$ cat config.mk
export PLATFORM = sky130hd
export DESIGN_NAME = m_conv_seq
export DESIGN_NICKNAME = d
export VERILOG_FILES = /design/src/rtl/m_conv_seq.sv
export SDC_FILE = /design/constraint.sdc
export NUM_CORES = 1
export LEC_CHECK = 0
export BUFFER_PORTS_ARGS = -buffer_cell sky130_fd_sc_hd__buf_4
export CORE_ASPECT_RATIO = 2
export CORE_MARGIN = 2
export CORE_UTILIZATION = 52
export CTS_CLUSTER_SIZE = 28
export DETAILED_ROUTE_END_ITERATION = 16
export HOLD_SLACK_MARGIN = 0.05
export PLACE_DENSITY = 0.79
export SYNTH_ARGS = -nofsm -noshare
export SYNTH_HDL_FRONTEND = slang
export SYNTH_SLANG_ARGS = --single-unit
$ cat constraint.sdc
create_clock -name clk_in -period 3.45 [get_ports clk_in]
set_input_delay 0.1725 -clock clk_in [delete_from_list [all_inputs] [get_ports clk_in]]
set_output_delay 0.1725 -clock clk_in [all_outputs]
set_load 0.005 [all_outputs]
$ cat src/rtl/m_conv_seq.sv
// Run controller for one conv layer engine: clears the engine, streams the input map
// from input RAM, keeps the engine enabled and stores every saved result in output RAM.
module m_conv_seq #(
   parameter int NUM_IN    = 9216,
   parameter int NUM_OUT   = 7744,
   parameter int RD_LAT    = 1,
   parameter int DRAIN_MAX = 2048
) (
   input  logic               clk_in,
   input  logic               rst_n,
   input  logic               go,
   input  logic               abort,
   output logic               busy,
   output logic               done,
   output logic               err,
   output logic               rd_en,
   output logic [13:0]        rd_addr,
   input  logic signed [15:0] rd_data,
   output logic               eng_clr,
   output logic               eng_start,
   output logic signed [15:0] eng_map_in,
   input  logic signed [15:0] eng_map_out,
   input  logic               eng_save,
   input  logic               eng_ready,
   output logic               wr_en,
   output logic [12:0]        wr_addr,
   output logic [15:0]        wr_data
);

   localparam int DW = $clog2(DRAIN_MAX) + 1;
   localparam logic [13:0]   RD_LAST    = 14'(NUM_IN - 1);
   localparam logic [13:0]   OUT_END    = 14'(NUM_OUT);
   localparam logic [DW-1:0] DRAIN_LAST = DW'(DRAIN_MAX - 1);

   typedef enum logic [2:0] {S_IDLE, S_CLEAR, S_FEED, S_DRAIN, S_DONE} state_t;

   state_t              r_state;
   state_t              w_state_next;
   logic                r_clr_cnt;
   logic [13:0]         r_rd_addr;
   logic [13:0]         r_out_cnt;
   logic [DW-1:0]       r_drain_cnt;
   logic                r_started;
   logic signed [15:0]  r_map_in;
   logic                r_wr_en;
   logic [12:0]         r_wr_addr;
   logic [15:0]         r_wr_data;
   logic                r_err;
   logic [RD_LAT:0]     w_vld_chain;
   logic                w_feeding;
   logic                w_keep;
   logic                w_go;
   logic                w_capture;
   logic                w_extra;
   logic                w_timeout;
   logic                w_unused_ready;

   // eng_ready is informational only; the result count decides completion.
   assign w_unused_ready = eng_ready;

   assign w_feeding = (r_state == S_FEED) || (r_state == S_DRAIN);
   assign w_keep    = (w_state_next == S_FEED) || (w_state_next == S_DRAIN);
   assign w_go      = (r_state == S_IDLE) && go && !abort;
   assign w_capture = w_feeding && !abort && eng_save && (r_out_cnt != OUT_END);
   assign w_extra   = w_feeding && !abort && eng_save && (r_out_cnt == OUT_END);
   assign w_timeout = (r_state == S_DRAIN) && !abort && (r_drain_cnt == DRAIN_LAST)
                      && (r_out_cnt != OUT_END);

   always_comb begin
      w_state_next = r_state;
      busy         = 1'b1;
      done         = 1'b0;
      eng_clr      = 1'b0;
      rd_en        = 1'b0;
      case (r_state)
         S_IDLE: begin
            busy    = 1'b0;
            eng_clr = 1'b1;
            if (go && !abort) w_state_next = S_CLEAR;
         end
         S_CLEAR: begin
            eng_clr = 1'b1;
            if (abort)          w_state_next = S_IDLE;
            else if (r_clr_cnt) w_state_next = S_FEED;
         end
         S_FEED: begin
            rd_en = 1'b1;
            if (abort)                     w_state_next = S_IDLE;
            else if (r_rd_addr == RD_LAST) w_state_next = S_DRAIN;
         end
         S_DRAIN: begin
            if (abort) w_state_next = S_IDLE;
            else if ((r_out_cnt == OUT_END) || (r_drain_cnt == DRAIN_LAST))
               w_state_next = S_DONE;
         end
         S_DONE: begin
            done         = 1'b1;
            w_state_next = S_IDLE;
         end
         default: w_state_next = S_IDLE;
      endcase
   end

   // Read-valid pipeline matching the input RAM latency; flushed when the run stops.
   assign w_vld_chain[0] = rd_en;
   generate
      for (genvar gi = 0; gi < RD_LAT; gi++) begin : g_vld
         logic r_vld;
         always_ff @(posedge clk_in) begin
            if (!rst_n) r_vld <= 1'b0;
            else        r_vld <= w_vld_chain[gi] && w_keep;
         end
         assign w_vld_chain[gi+1] = r_vld;
      end
   endgenerate

   always_ff @(posedge clk_in) begin
      if (!rst_n) begin
         r_state     <= S_IDLE;
         r_clr_cnt   <= 1'b0;
         r_rd_addr   <= '0;
         r_out_cnt   <= '0;
         r_drain_cnt <= '0;
         r_started   <= 1'b0;
         r_map_in    <= '0;
         r_wr_en     <= 1'b0;
         r_wr_addr   <= '0;
         r_wr_data   <= '0;
         r_err       <= 1'b0;
      end else begin
         r_state     <= w_state_next;
         r_clr_cnt   <= (r_state == S_CLEAR) ? ~r_clr_cnt : 1'b0;
         r_drain_cnt <= (r_state == S_DRAIN) ? r_drain_cnt + 1'b1 : '0;
         if (w_go)
            r_rd_addr <= '0;
         else if ((r_state == S_FEED) && (r_rd_addr != RD_LAST))
            r_rd_addr <= r_rd_addr + 1'b1;
         // Engine enable rises together with pixel 0 and drops only when the run ends.
         r_map_in <= (w_vld_chain[RD_LAT] && w_keep) ? rd_data : 16'sd0;
         if (!w_keep)                     r_started <= 1'b0;
         else if (w_vld_chain[RD_LAT])    r_started <= 1'b1;
         r_wr_en <= w_capture;
         if (w_capture) begin
            r_wr_addr <= r_out_cnt[12:0];
            r_wr_data <= eng_map_out;
            r_out_cnt <= r_out_cnt + 1'b1;
         end else if (w_go) begin
            r_out_cnt <= '0;
         end
         if (w_go)                       r_err <= 1'b0;
         else if (w_extra || w_timeout)  r_err <= 1'b1;
      end
   end

   assign err        = r_err;
   assign rd_addr    = r_rd_addr;
   assign eng_start  = r_started;
   assign eng_map_in = r_map_in;
   assign wr_en      = r_wr_en;
   assign wr_addr    = r_wr_addr;
   assign wr_data    = r_wr_data;

endmodule
==> impl_metrics.yaml, run 1 <==
placed_design:
  dpl_cell_area_um2: 4800
  dp_hpwl_um: 7060
  portBuffers: 102
  place_congestion: 0.776
clock_tree:
  holdBufCountCts: 0
  ctsRootBufferMaster: "clkbuf_16"
  cts_buffers: 9
  post-cts-setup-buffer-count: 0
  cts_tree: "yes"
  cts.sinks: 93
  postCtsResizedCells: 0
  clock_path_buffers: 2
  ctsHtreeMaxLevel: 3
  insertion_delay_ps: 340
  path_clk_slew_ps: 60
logic_synthesis:
  synth-seq-cells: 93
  async_reset_ff_share_pct: 0
  synth_top_area_share_pct: 46.4
  ys_seq_area_share_pct: 46.4
  yosysTopAreaCell: "dfxtp_1"
  synth_commonest_cells: "dfxtp_1 (93), nand3_1 (59), a21oi_1 (47)"
  synth_area_leaders: "dfxtp_1 (46%), nand3_1 (7.4%), a21oi_1 (5.9%)"
  synthesis.area_um2: 4010
  synth_edf_count: 0
  synth_most_common_cell: "dfxtp_1"
  ys_types: 53
  synth_nets: 517
  ys_warn_count: 0
  avgSynthCellArea_um2: 8.44
  yosys_most_used_dff: "dfxtp_1"
  synthCells: 475
pwr:
  combPwrFrac_pct: 3.2
  ir_worst_vdd_uv: 285
  internal_power_w: 0.00174
  p_leak_nw: 1.86
  swShare_pct: 20.6
  finalPower_w: 0.00219
  pwr-share-seq_pct: 49.0
  p_per_area_nw_per_um2: 429
  p_sw_w: 0.000453
  p_clk_share_pct: 47.7
critical_path:
  crit_slowest_cell: "or4_4"
  reg2reg_depth: 4
  cpPeakStageDelay_ps: 770
  crit_path_end: "eng_map_in[13]$_SDFF_PN0_"
  crit_fanout: 39
  worstPathArrival_ps: 2730
  critPathBufInv: 0
  crit_chain: "or4b_1 > or4_4 > a31oi_4 > nor2_1"
  crit_start: "r_out_cnt[2]$_SDFFE_PN0P_"
  crit_type: "flip-flop to flip-flop"
  r2r_slack_ps: 930
  r2r-end: "eng_map_in[13]$_SDFF_PN0_"
  critical_path.top_delay_family: "simple AND/OR/NAND/NOR gates"
  crit_path_end_kind: "flip-flop"
  startpoint_type: "flip-flop"
  worstReg2RegStart: "r_out_cnt[2]$_SDFFE_PN0P_"
  required_ps: 3660
  cp.depth: 4
final_layout:
  areaGrowthSynthToFinish_pct: 27.6
  fin_util_pct: 67.8
  multi_input_area_um2: 1970
  drive_gt1_share_pct: 24.1
  final_area_um2: 5110
  fill_cells: 655
  finalNetCount: 601
  register_area_um2: 1860
  diodes: 0
hold_path:
  hp-class: "primary input to flip-flop"
floorplan:
  start_util_pct: 53.1
  die_w_um: 66.1
  design.core.area_um2: 7540
  ios: 104
  fp-row-count: 45
  die_y_um: 128
  die_area_um2: 8470
drt:
  first_pass_iters: 5
  ant_nets: 0
  wl_per_cell_um: 15.5
  finalWirelength_um: 10200
  vias: 3838
  route.detailed.drc: 0
  viasPerCell: 5.83
  drt_iter0_markers: 358
sta:
  rsz0062_at_grt: "no"
  timing.fmax_mhz: 397
  fin_hold_ws_ps: 74.3
  hold_violations: 0
  period_needed_ps: 2520
  slew_headroom_pct: 30.3
  tns_ps: 0
  worstMarginPinSlew_ps: 1040
  clock_skew_ps: 5.70
  setup_viol: 0
  finalCritPeriodShare_pct: 73.1
  slew_violations: 0
global_routing:
  grt_pass1_wl_um: 16900
  grt_overflow: 0
  grt_pass1_vias: 3644
  grt_max_degree: 40
  grt_use_total_pct: 24.9
  antenna_found_initial: 0
job:
  maxCapViolCount: 0
outcome:
  status: "finished, final reports clean"
## final cells by class
| cell class | instances | share of cell area (%) |
|---|---|---|
| multi-input cells | 336 | 38.5 |
| flip-flops and latches | 93 | 36.4 |
| repair buffers | 108 | 15.9 |
| clock buffers | 9 | 4.40 |
| well taps | 94 | 2.30 |
| clock inverters | 7 | 1.74 |
| inverters | 11 | 0.807 |
## sequential cells by signal, indices dropped and copies added, names as in the netlist
register	count
eng_map_in	16
eng_start	1
err	1
g_vld.r_vld	1
r_clr_cnt	1
r_drain_cnt	12
r_out_cnt	14
r_state	3
rd_addr	14
wr_addr	13
wr_data	16
wr_en	1
## how the worst min path moves through the flow
stage	from	end	slack, ps	depth (start not counted)
after global routing	rd_data[4]	eng_map_in[4]$_SDFF_PN0_	80	3
final	rd_data[4]	eng_map_in[4]$_SDFF_PN0_	70	3
after detailed placement	rd_data[12]	eng_map_in[12]$_SDFF_PN0_	420	3
after floorplan	rd_data[0]	eng_map_in[0]$_SDFF_PN0_	310	2
after global placement	rd_data[4]	eng_map_in[4]$_SDFF_PN0_	410	3
after CTS	rd_data[4]	eng_map_in[4]$_SDFF_PN0_	70	3
## per-layer routing
| metal | share of wire [%] | routed length, um | GRT usage, % |
|---|---|---|---|
| met1 | 37 | 3810 | 26.9 |
| met2 | 56 | 5690 | 45.4 |
| met3 | 4.3 | 441 | 4.48 |
| met5 | 0 | 0 | 0 |
| met4 | 2.5 | 250 | 11.3 |
## logic make-up after synthesis
| logic type | share of synthesized area, % |
|---|---|
| simple gates | 27.2 |
| flops | 46.4 |
| fa+ha+maj | 1.25 |
| mux | 1.50 |
| buf+inv | 4.99 |
| xor+xnor | 1.75 |
| compound gates | 16.9 |
## cell usage in the layout, fill, tap and decap left out, types with 5 or more instances in the layout
cell type,instances
nand3_1,59
clkbuf_16,9
o21ai_0,38
buf_4,108
or4_1,12
nand4_1,10
a21oi_1,47
nand2_1,35
o31ai_1,5
dfxtp_1,93
nand2b_1,7
or3_1,10
inv_1,10
o211ai_1,6
nor2_1,31
mux2i_1,6
## stage by stage
step	cells	worst slack, ps
after floorplan	475	1440
after global placement	642	1000
after detailed placement	642	954
after CTS	658	940
after global routing	658	782
final	658	929
## worst register-to-register path: stages (launching register included)
cell and delay, ps:
dfxtp_1 390, or4b_1 590, or4_4 770, a31oi_4 530, nor2_1 120
## power groups by stage
stage	Clock [W]	Sequential (W)	Combinational [W]
after floorplan	0	0.00110	0.0000275
final	0.00105	0.00108	0.0000704
after CTS	0.00105	0.00108	0.0000702
after global placement	0	0.00110	0.0000679
after global routing	0.00109	0.00108	0.0000756
after detailed placement	0	0.00110	0.0000693
Power figures use the tool's default switching activity.
==> run 2, diff against run 1 <==
- clock period: 3.45 -> 2.5 ns (I/O delays scaled with it)
==> impl_metrics.yaml, run 2 (synthesized netlist as in run 1, its figures left out) <==
outcome:
  status: "finished, final reports clean"
floorplan:
  start_util_pct: 53.1
  design.core.area_um2: 7540
  die_y_um: 128
  fp-row-count: 45
  die_w_um: 66.1
  die_area_um2: 8470
  ios: 104
critical_path:
  r2r_slack_ps: 260
  crit_chain: "or4b_1 > nor4_2 > buf_4 > o21ai_0 > a21oi_1"
  reg2reg_depth: 5
  crit_path_end: "wr_data[6]$_SDFFE_PN0P_"
  crit_start: "r_out_cnt[2]$_SDFFE_PN0P_"
  startpoint_type: "flip-flop"
  cpPeakStageDelay_ps: 590
  crit_path_end_kind: "flip-flop"
  required_ps: 2770
  crit_fanout: 18
  worstPathArrival_ps: 2510
  cp.depth: 5
  crit_type: "flip-flop to flip-flop"
  crit_slowest_cell: "or4b_1"
  r2r-end: "wr_data[6]$_SDFFE_PN0P_"
  worstReg2RegStart: "r_out_cnt[2]$_SDFFE_PN0P_"
  critPathBufInv: 1
  critical_path.top_delay_family: "simple AND/OR/NAND/NOR gates"
sta:
  slew_headroom_pct: 21.2
  rsz0062_at_grt: "no"
  worstMarginPinSlew_ps: 1180
  hold_violations: 0
  slew_violations: 0
  tns_ps: 0
  timing.fmax_mhz: 447
  fin_ws_ps: 261
  clock_skew_ps: 7.27
  setup_viol: 0
  period_needed_ps: 2240
  finalCritPeriodShare_pct: 89.6
pwr:
  p_leak_nw: 2.00
  pwr-share-seq_pct: 47.6
  ir_worst_vdd_uv: 465
  p_per_area_nw_per_um2: 572
  p_sw_w: 0.000628
  internal_power_w: 0.00249
  p_clk_share_pct: 48.1
  combPwrFrac_pct: 4.3
  swShare_pct: 20.1
drt:
  finalWirelength_um: 10600
  route.detailed.drc: 0
  viasPerCell: 5.78
  first_pass_iters: 5
  drt_iter0_markers: 385
  wl_per_cell_um: 15.3
  vias: 3993
  ant_nets: 0
clock_tree:
  holdBufCountCts: 27
  clock_path_buffers: 2
  post-cts-setup-buffer-count: 0
  postCtsResizedCells: 0
  ctsHtreeMaxLevel: 3
  cts_tree: "yes"
  ctsRootBufferMaster: "clkbuf_16"
  cts_buffers: 9
  cts.sinks: 93
  insertion_delay_ps: 350
  path_clk_slew_ps: 60
final_layout:
  multi_input_area_um2: 1970
  register_area_um2: 1860
  fill_cells: 623
  finalNetCount: 634
  layout_common_cells: "buf_4 (114), dfxtp_1 (93), nand3_1 (59)"
  drive_gt1_share_pct: 23.8
  areaGrowthSynthToFinish_pct: 35.9
  diodes: 0
  final_common_cell: "buf_4"
job:
  maxCapViolCount: 0
hold_path:
  hp-class: "primary input to flip-flop"
placed_design:
  portBuffers: 102
  preCtsSetupSlack_ps: 303
  dp_hpwl_um: 7030
  place_congestion: 0.801
global_routing:
  grt_pass1_vias: 3770
  grt_use_total_pct: 26.1
  grt_pass1_wl_um: 17300
  grt_max_degree: 38
  antenna_found_initial: 0
  grt_overflow: 0
-- run 2: changes by cell type in the layout (fill, tap and decap cells not counted) --
| cell | delta |
|---|---|
| buf_4 | +6 |
| clkbuf_8 | +2 |
| clkinv_2 | -3 |
| clkinvlp_4 | +1 |
| dlygate4sd3_1 | +27 |
-- run 2: metal layers --
metal  vias to the layer above  global-route usage [%]  part of all wire, %
li1                       1951                       -                    -
met1                      1882                    27.6                   37
met2                       133                    47.2                   55
met3                        27                    6.23                  4.9
met4                         0                    11.8                  3.3
met5                         -                       0                    0
-- run 2: power groups by stage --
stage / clock network [W] / registers, W / logic [W]
finish: 0.00150 / 0.00148 / 0.000136
global route: 0.00157 / 0.00148 / 0.000147
CTS: 0.00151 / 0.00148 / 0.000134
detailed placement: 0 / 0.00152 / 0.0000993
global placement: 0 / 0.00152 / 0.0000970
floorplan: 0 / 0.00152 / 0.0000380
-- run 2: final cells by class --
type / instances / share of cell area, %
Sequential cell: 93 / 34.2
Clock buffer: 11 / 4.64
Clock inverter: 5 / 1.49
Inverter: 11 / 0.758
Multi-Input combinational cell: 336 / 36.1
Timing Repair Buffer: 141 / 20.7
Tap cell: 94 / 2.16
-- run 2: how the worst min path moves through the flow --
stage                        start                  endpoint  slack, ps  cells past startpoint
global placement        rd_data[6]  eng_map_in[6]$_SDFF_PN0_        360                      3
global route            rd_data[4]  eng_map_in[4]$_SDFF_PN0_         60                      3
finish              eng_map_out[7]   wr_data[7]$_SDFFE_PN0P_         60                      3
floorplan               rd_data[0]  eng_map_in[0]$_SDFF_PN0_        270                      2
CTS                     rd_data[4]  eng_map_in[4]$_SDFF_PN0_         50                      3
detailed placement      rd_data[9]  eng_map_in[9]$_SDFF_PN0_        380                      3
-- run 2: worst register-to-register path: stages (launching register included) --
cell	delay, ps
dfxtp_1	390
or4b_1	590
nor4_2	570
buf_4	310
o21ai_0	120
a21oi_1	170
-- run 2: metrics by stage --
| step | total power (W) | util (%) | cells | hold WS, ps | instance area (um2) |
|---|---|---|---|---|---|
| finish | 0.00312 | 72.2 | 691 | 55.4 | 5450 |
| global route | 0.00320 | 72.2 | 691 | 59.3 | 5450 |
| CTS | 0.00313 | 72.2 | 691 | 53.9 | 5450 |
| detailed placement | 0.00162 | 64.2 | 648 | 376 | 4840 |
| global placement | 0.00161 | 64.2 | 648 | 365 | 4840 |
| floorplan | 0.00155 | - | 475 | 266 | 4010 |
==> run 3, diff against run 2 <==
- SETUP_SLACK_MARGIN: not set -> 0.4
==> impl_metrics.yaml, run 3 (synthesized netlist as in run 1, its figures left out) <==
critical_path:
  required_ps: 2730
  cpPeakStageDelay_ps: 620
  crit_path_end_kind: "flip-flop"
  worstPathArrival_ps: 2330
  crit_chain: "or4b_4 > or4_4 > a31oi_4 > buf_12 > nor2_1"
  startpoint_type: "flip-flop"
  r2r_slack_ps: 410
  crit_fanout: 19
  crit_type: "flip-flop to flip-flop"
  crit_slowest_cell: "or4_4"
sta:
  slew_violations: 0
  worstMarginPinSlew_ps: 1210
  rsz0062_at_grt: "yes"
  clock_skew_ps: 7.42
  slew_headroom_pct: 18.7
  finalCritPeriodShare_pct: 83.7
  fin_hold_ws_ps: 59.6
  hold_violations: 0
  timing.fmax_mhz: 478
  tns_ps: 0
  period_needed_ps: 2090
  setup_viol: 0
final_layout:
  register_area_um2: 1860
  multi_input_area_um2: 2000
  areaGrowthSynthToFinish_pct: 38.3
  fill_cells: 599
  finalNetCount: 637
  drive_gt1_share_pct: 25.0
  final_common_cell: "buf_4"
  diodes: 0
  layout_common_cells: "buf_4 (112), dfxtp_1 (91), nand3_1 (59)"
outcome:
  status: "finished, final reports clean"
drt:
  wl_per_cell_um: 15.8
  drt_iter0_markers: 375
  viasPerCell: 5.84
  ant_nets: 0
  route.detailed.drc: 0
  finalWirelength_um: 11000
  vias: 4053
  first_pass_iters: 5
job:
  maxCapViolCount: 0
floorplan:
  die_y_um: 128
  ios: 104
  die_w_um: 66.1
  design.core.area_um2: 7540
  die_area_um2: 8470
  fp-row-count: 45
  start_util_pct: 53.1
placed_design:
  place_congestion: 0.801
  dp_hpwl_um: 7030
  portBuffers: 102
clock_tree:
  cts.sinks: 93
  insertion_delay_ps: 340
  cts_tree: "yes"
  path_clk_slew_ps: 70
  ctsHtreeMaxLevel: 3
  clock_path_buffers: 2
  cts_buffers: 9
  ctsRootBufferMaster: "clkbuf_16"
global_routing:
  antenna_found_initial: 0
  grt_pass1_wl_um: 17300
  grt_max_degree: 38
  grt_use_total_pct: 26.1
  grt_pass1_vias: 3770
  grt_overflow: 0
pwr:
  p_per_area_nw_per_um2: 562
  p_leak_nw: 2.05
  ir_worst_vdd_uv: 466
hold_path:
  hp-class: "primary input to flip-flop"
[run 3: cell count changes in the layout (fill, tap and decap cells not counted), sizes merged]
cell,change
buf,+1
clkbuf,+1
or4,+1
[run 3: final cells by class]
class / count / share of cell area [%]
clock buffers: 11 / 4.56
well taps: 94 / 2.12
clock inverters: 5 / 1.47
flip-flops and latches: 93 / 33.6
repair buffers: 143 / 21.4
inverters: 11 / 0.745
multi-input cells: 337 / 36.1
[run 3: worst paths after layout]
path,from,to,cells past startpoint
worst min-delay path,eng_map_out[7],wr_data[7]$_SDFFE_PN0P_,3
worst min register to register,r_clr_cnt$_SDFF_PN0_,r_clr_cnt$_SDFF_PN0_,1
worst max register to register,r_out_cnt[8]$_SDFFE_PN0P_,eng_map_in[5]$_SDFF_PN0_,5
worst max-delay path,r_out_cnt[8]$_SDFFE_PN0P_,eng_map_in[5]$_SDFF_PN0_,5
[run 3: timing repair]
action	CTS	global route
pin swaps	1	3
endpoints found under the hold margin	27	0
endpoints found under the setup margin	57	58
gates cloned	0	2
buffers inserted	0	1
resized for setup	3	11
hold buffers	27	0
[run 3: power breakdown]
part	total [W]	switching [W]	internal, W	leakage [nW]
sequential	0.00148	0.00000103	0.00148	0.750
combinational	0.000137	0.0000595	0.0000771	1.13
clock	0.00150	0.000566	0.000932	0.162
total	0.00312	0.000627	0.00249	2.05
[run 3: worst max-delay path, delay by kind of cell (launching register included)]
family / cells / cell delay, ps
AND/OR/NAND/NOR: 3 / 1230
flip-flops: 1 / 390
AO/OA/AOI/OAI: 1 / 190
buffers and inverters: 1 / 170
[run 3: stage by stage]
stage          instance area, um2  total power (W)  util [%]  instances  setup slack [ps]
4_1_cts                      5460          0.00313      72.4        691               397
6_report                     5550          0.00312      73.5        694               406
3_3_place_gp                 4840          0.00161      64.2        648               336
2_1_floorplan                4010          0.00155         -        475               489
5_1_grt                      5550          0.00320      73.5        694               355
3_5_place_dp                 4840          0.00162      64.2        648               303
[run 3: layer usage]
| layer | vias up | global-route usage (%) | share of wire [%] |
|---|---|---|---|
| met1 | 1933 | 27.7 | 37 |
| met4 | 0 | 11.8 | 3.4 |
| met2 | 128 | 47.1 | 55 |
| met5 | - | 0 | 0 |
| li1 | 1964 | - | - |
| met3 | 28 | 6.23 | 4.7 |
